--- config.mk ---
export PLATFORM = sky130hd
export DESIGN_NAME = ahbl_splitter_n
export DESIGN_NICKNAME = d
export VERILOG_FILES = /design/src/rtl/ahbl_splitter_n.sv
export SDC_FILE = /design/constraint.sdc
export NUM_CORES = 1
export LEC_CHECK = 0
export CORE_AREA = 2 2 98 100
export DETAILED_ROUTE_END_ITERATION = 16
export DIE_AREA = 0 0 100 102
export PLACE_DENSITY_LB_ADDON = 0.15
export SLEW_MARGIN = 10
export SYNTH_ARGS = -nofsm -noshare
export SYNTH_HDL_FRONTEND = slang
export SYNTH_SLANG_ARGS = --single-unit
--- constraint.sdc ---
create_clock -name HCLK -period 5.6 [get_ports HCLK]
set_input_delay 1.4 -clock HCLK [delete_from_list [all_inputs] [get_ports HCLK]]
set_output_delay 1.4 -clock HCLK [all_outputs]
set_load 0.005 [all_outputs]
--- src/rtl/ahbl_splitter_n.sv ---
// rtl/ahbl_splitter_n.sv - AHB-Lite 1:NS address splitter with built-in error default slave
module ahbl_splitter_n #(
    parameter int NS = 4,
    parameter int DEC_W = 4,
    parameter logic [NS*DEC_W-1:0] BASES = {4'h8, 4'h4, 4'h2, 4'h0}
) (
    input  logic             HCLK,
    input  logic             HRESET,
    input  logic [31:0]      HADDR,
    input  logic [1:0]       HTRANS,
    output logic             HREADY,
    output logic [31:0]      HRDATA,
    output logic             HRESP,
    output logic [NS-1:0]    S_HSEL,
    input  logic [NS*32-1:0] S_HRDATA,
    input  logic [NS-1:0]    S_HREADYOUT,
    input  logic [NS-1:0]    S_HRESP,
    input  logic             ERR_CLR,
    output logic             ERR_FLAG,
    output logic [31:0]      ERR_ADDR,
    output logic [7:0]       ERR_CNT
);

    localparam int IW = (NS > 1) ? $clog2(NS) : 1;

    typedef enum logic [1:0] {SEL_NONE, SEL_SLAVE, SEL_DFLT} sel_t;
    typedef enum logic [1:0] {ST_IDLE, ST_ERR1, ST_ERR2} err_state_t;

    sel_t        sel_kind;
    logic [IW-1:0] sel_idx;
    err_state_t  err_state;
    logic        fsm_hready;
    logic        fsm_hresp;

    logic          hit;
    logic [IW-1:0] hit_idx;
    logic          dflt;
    logic          err_entry;
    logic          unused_htrans0;

    assign unused_htrans0 = HTRANS[0];

    // Scan from the top so the lowest matching slot is the one left standing.
    always_comb begin
        hit     = 1'b0;
        hit_idx = '0;
        for (int i = NS - 1; i >= 0; i--) begin
            if (HADDR[31 -: DEC_W] == BASES[i*DEC_W +: DEC_W]) begin
                hit     = 1'b1;
                hit_idx = IW'(i);
            end
        end
        S_HSEL = hit ? (NS'(1) << hit_idx) : '0;
    end

    assign dflt      = HTRANS[1] & ~hit;
    assign err_entry = dflt & HREADY;

    always_ff @(posedge HCLK or posedge HRESET) begin
        if (HRESET) begin
            sel_kind <= SEL_NONE;
            sel_idx  <= '0;
        end else if (HREADY) begin
            if (HTRANS[1] && hit) begin
                sel_kind <= SEL_SLAVE;
                sel_idx  <= hit_idx;
            end else if (dflt) begin
                sel_kind <= SEL_DFLT;
            end else begin
                sel_kind <= SEL_NONE;
            end
        end
    end

    // Default slave: ERR1 stalls with ERROR, ERR2 completes it; capture happens on ERR1 entry.
    always_ff @(posedge HCLK or posedge HRESET) begin
        if (HRESET) begin
            err_state  <= ST_IDLE;
            fsm_hready <= 1'b1;
            fsm_hresp  <= 1'b0;
            ERR_FLAG   <= 1'b0;
            ERR_ADDR   <= '0;
            ERR_CNT    <= '0;
        end else begin
            case (err_state)
                ST_IDLE: begin
                    if (err_entry) begin
                        err_state  <= ST_ERR1;
                        fsm_hready <= 1'b0;
                        fsm_hresp  <= 1'b1;
                    end
                end
                ST_ERR1: begin
                    err_state  <= ST_ERR2;
                    fsm_hready <= 1'b1;
                    fsm_hresp  <= 1'b1;
                end
                ST_ERR2: begin
                    if (dflt) begin
                        err_state  <= ST_ERR1;
                        fsm_hready <= 1'b0;
                        fsm_hresp  <= 1'b1;
                    end else begin
                        err_state  <= ST_IDLE;
                        fsm_hready <= 1'b1;
                        fsm_hresp  <= 1'b0;
                    end
                end
                default: begin
                    err_state  <= ST_IDLE;
                    fsm_hready <= 1'b1;
                    fsm_hresp  <= 1'b0;
                end
            endcase

            if (err_entry) begin
                ERR_ADDR <= HADDR;
                ERR_FLAG <= 1'b1;
                if (ERR_CLR)
                    ERR_CNT <= 8'd1;
                else if (ERR_CNT != 8'hFF)
                    ERR_CNT <= ERR_CNT + 8'd1;
            end else if (ERR_CLR) begin
                ERR_FLAG <= 1'b0;
                ERR_CNT  <= '0;
            end
        end
    end

    always_comb begin
        HREADY = 1'b1;
        HRESP  = 1'b0;
        HRDATA = '0;
        case (sel_kind)
            SEL_SLAVE: begin
                for (int i = 0; i < NS; i++) begin
                    if (sel_idx == IW'(i)) begin
                        HREADY = S_HREADYOUT[i];
                        HRESP  = S_HRESP[i];
                        HRDATA = S_HRDATA[i*32 +: 32];
                    end
                end
            end
            SEL_DFLT: begin
                HREADY = fsm_hready;
                HRESP  = fsm_hresp;
            end
            default: ;
        endcase
    end

endmodule
==> summary.txt <==
number of DRC violations after detailed routing: 0
CTS tree: done
clk_skew: 11.3 ps
number of antenna violations at the first check in global routing: 1
Worst Setup SP: S_HREADYOUT[2]
transition at the pin with the smallest max-transition slack: 1000 ps
path category of the worst min-delay check: flip-flop to flip-flop
post-route ant nets: 0
Final Hold Viols: 0
switching power summed over all nets: 0.628 mW
CP startpoint kind: input port
first-pass GRT wire length: 16100 um
gate count after technology mapping: 251
area inside the core boundary: 0.00911 mm2
number of nets in the layout: 667
DIE AREA: 0.0102 mm2
cell-by-cell trace of the critical path: clkdlybuf4s50_1 -> mux2i_1 -> o22ai_2 -> or2_2 -> clkdlybuf4s50_1
Post-Syn Nets: 427
non-filler cells, final: 603
Slowest-stage cell, CP: clkdlybuf4s50_1
result of the run: finished clean
share of final-layout standard cells stronger than drive strength 1: 17.3%
total buffers and inverters traversed by the critical path: 2
sequential share of power: 31.6%
Final Max Tran Viols: 0
cell area after placement: 0.00575 mm2
count of cells along the worst hold path: 1
beginning of the worst register-to-register path: sel_idx[0]
starting density of the core: 35.2%
weighted congestion at the end of routability-driven global placement: 0.810
first-pass detailed-route iteration total: 4
endpoint of the worst register-to-register path: ERR_ADDR[27]
setup repair after global routing missed its margin: no
# Max-Cap Violations: 0
portion of total power attributed to combinational logic: 58.4%
routed length per placed instance: 17.7 um
Yosys warning count: 0
register clock-pin slew on the reported worst setup and hold paths: 80 ps
crit path capture: HREADY
worst slack, placed: 1180 ps
routed via count: 3062
HPWL after detailed placement: 8460 um
worst vdd rail ir drop: 0.327 mV
largest net degree at the start of global routing: 50
Setup crit end kind: output pin
worst-path maximum fanout: 8
Post-CTS Hold Fix Bufs: 0
Synth Area per Inst: 12.8 um2
cell internal pwr: 1.40 mW
Post-Synthesis Cell Area: 0.00320 mm2
minimum clock period after layout: 4420 ps
upper clock frequency limit: 0.226 GHz
global route total overflow: 0
buffer depth of the longest clock path: 2
switching fraction of total power: 30.9%
number of cell rows: 35
Synth cell types: 40
via density per instance: 5.08
total CTS buffers: 5
Stages on worst setup path: 5
final core utilization: 64.1%
area overhead of the layout relative to synthesis: 82.2%
portion of total power attributed to the clock network: 10.0%
clk sinks: 49
floorplan die width: 100 um
Register-to-Register Setup Slack: 2860 ps
critical path data required time: 4200 ps
final period utilization: 78.9%
number of design-rule violations left by the first detailed-router iteration: 67
Max stage delay on crit path: 540 ps
number of placed instances, taps included: 595
number of cell instances on the worst register-to-register path: 5
Slew HR: 33.0%
Final Instance Area: 0.00584 mm2
final sum of negative setup slack: 0 ps
Total Power: 2.03 mW
flip-flop and latch count after synthesis: 49
class of the most critical setup path: input port to output pin
critical path arrival: 3020 ps
detailed-route wire length: 10700 um
final number of setup-violating endpoints: 0
# Post-CTS Setup Buffers: 0
global-route total usage across every layer: 20.2%
kind of cell adding the most delay to the critical path: buffers and inverters
minimum setup slack in the final design: 1180 ps
power per cell area: 348 mW/mm2
number of global-route vias before repair: 3071
share of the yosys chip area belonging to registers: 38.3%
leakage power summed over all cells: 2.22 nW
die boundary height: 102 um
Resized Gates After CTS: 0
buffer cell driving the clock tree root: clkbuf_8
Top cell by count, worst path: clkdlybuf4s50_1
Antenna Diode Count: 0
count of input and output buffers: 250
clock insertion delay at the later pin of the skew report: 300 ps
H-tree Lvls: 2
# IOs: 252
worst slack on hold paths: 485 ps
cell usage in the layout (no fill, tap or decap), drive strengths merged, types with 2 or more instances in the layout:
cell type | synthesis | final
a21oi | 5 | 5
ha | 3 | 3
nor2b | 3 | 3
nor4b | 4 | 4
mux2i | 3 | 3
a211oi | 2 | 2
dfrtp | 48 | 48
nand2 | 2 | 2
o21ai | 6 | 6
nor2 | 14 | 14
mux4 | 33 | 33
nor4 | 2 | 2
or4 | 3 | 3
nand4 | 2 | 2
inv | 6 | 6
mux2 | 34 | 34
clkbuf | 7 | 7
nor3 | 2 | 2
o31ai | 4 | 4
buf | 14 | 4
nand2b | 3 | 3
clkdlybuf4s50 | 0 | 250
a31oi | 3 | 3
nand3 | 4 | 4
and2 | 32 | 32
area by class of cell:
| type | instances | area [um2] |
|---|---|---|
| fill | 727 | 3270 |
| timing repair buffer | 254 | 2530 |
| multi-input combinational | 175 | 1830 |
| sequential | 49 | 1230 |
| tap | 111 | 139 |
| clock buffer | 7 | 76.3 |
| inverter | 6 | 22.5 |
| clock inverter | 1 | 7.51 |
cell families (layout without fill, tap and decap cells):
group | count (synthesis) | count (layout) | share of synthesized area [%]
flip-flops | 49 | 49 | 38.3
adder cells (fa/ha/maj) | 4 | 4 | 1.52
buffers and inverters | 27 | 268 | 4.53
AO/OA/AOI/OAI | 27 | 27 | 5.94
multiplexers | 70 | 70 | 36.1
AND/OR/NAND/NOR | 74 | 74 | 13.6
Yosys cell counts:
master,n,share of area (%)
dfrtp_1,48,37
mux2_2,34,12
mux4_2,33,23
and2_1,32,6.2
nor2_1,14,1.6
clkbuf_1,7,0.82
buf_4,6,1.4
inv_1,6,0.70
a21oi_1,5,0.78
buf_2,5,0.78
o21ai_0,5,0.78
nand3_1,4,0.63
nor4b_1,4,1.1
o31ai_1,4,0.94
a31oi_1,3,0.59
ha_1,3,1.2
mux2i_1,3,0.94
nand2b_1,3,0.59
nor2b_1,3,0.59
or4_1,3,0.70
a211oi_1,2,0.47
buf_6,2,0.70
nand2_1,2,0.23
nand4_1,2,0.39
nor3_1,2,0.31
nor4_1,2,0.39
a21o_1,1,0.23
a22oi_1,1,0.23
and4bb_2,1,0.39
buf_1,1,0.12
dfstp_2,1,0.82
maj3_2,1,0.35
o21a_1,1,0.23
o21ai_4,1,0.51
o21bai_1,1,0.23
o22ai_2,1,0.39
o31a_1,1,0.27
o32ai_1,1,0.27
or2_2,1,0.20
or3_1,1,0.20
registers in the layout, indices dropped and copies added (netlist names):
register	cells
fsm_hready	1
ERR_CNT	8
err_state	2
ERR_ADDR	32
ERR_FLAG	1
sel_kind	2
fsm_hresp	1
sel_idx	2
layer usage:
metal | track usage [%] | share of wire [%]
met5 | 0 | 0.094
met4 | 7.06 | 2.4
met3 | 7.73 | 12
met2 | 35.0 | 50
met1 | 22.9 | 36
worst min path at each step:
stage / end / startpoint / slack [ps]
after floorplan: err_state[1] / err_state[1] / 430
after global placement: err_state[1] / err_state[1] / 460
after detailed placement: err_state[1] / err_state[1] / 470
after CTS: err_state[1] / err_state[1] / 480
after global routing: err_state[1] / err_state[1] / 510
final: err_state[1] / err_state[1] / 490
power by group through the flow:
stage          Combinational, mW  Sequential, mW  Clock (mW)
6_report                    1.19           0.643       0.202
5_1_grt                     1.28           0.677       0.219
4_1_cts                     1.20           0.651       0.212
3_5_place_dp                1.20           0.657           0
3_3_place_gp                1.18           0.646           0
2_1_floorplan              0.685           0.600           0
worst reg2reg max path, stage by stage (launching register included):
cell	delay [ps]
dfrtp_2	950
mux2i_1	340
o22ai_2	140
o21ai_4	360
buf_4	430
mux2_2	410
Note: power is estimated with default switching activity, not from simulation.
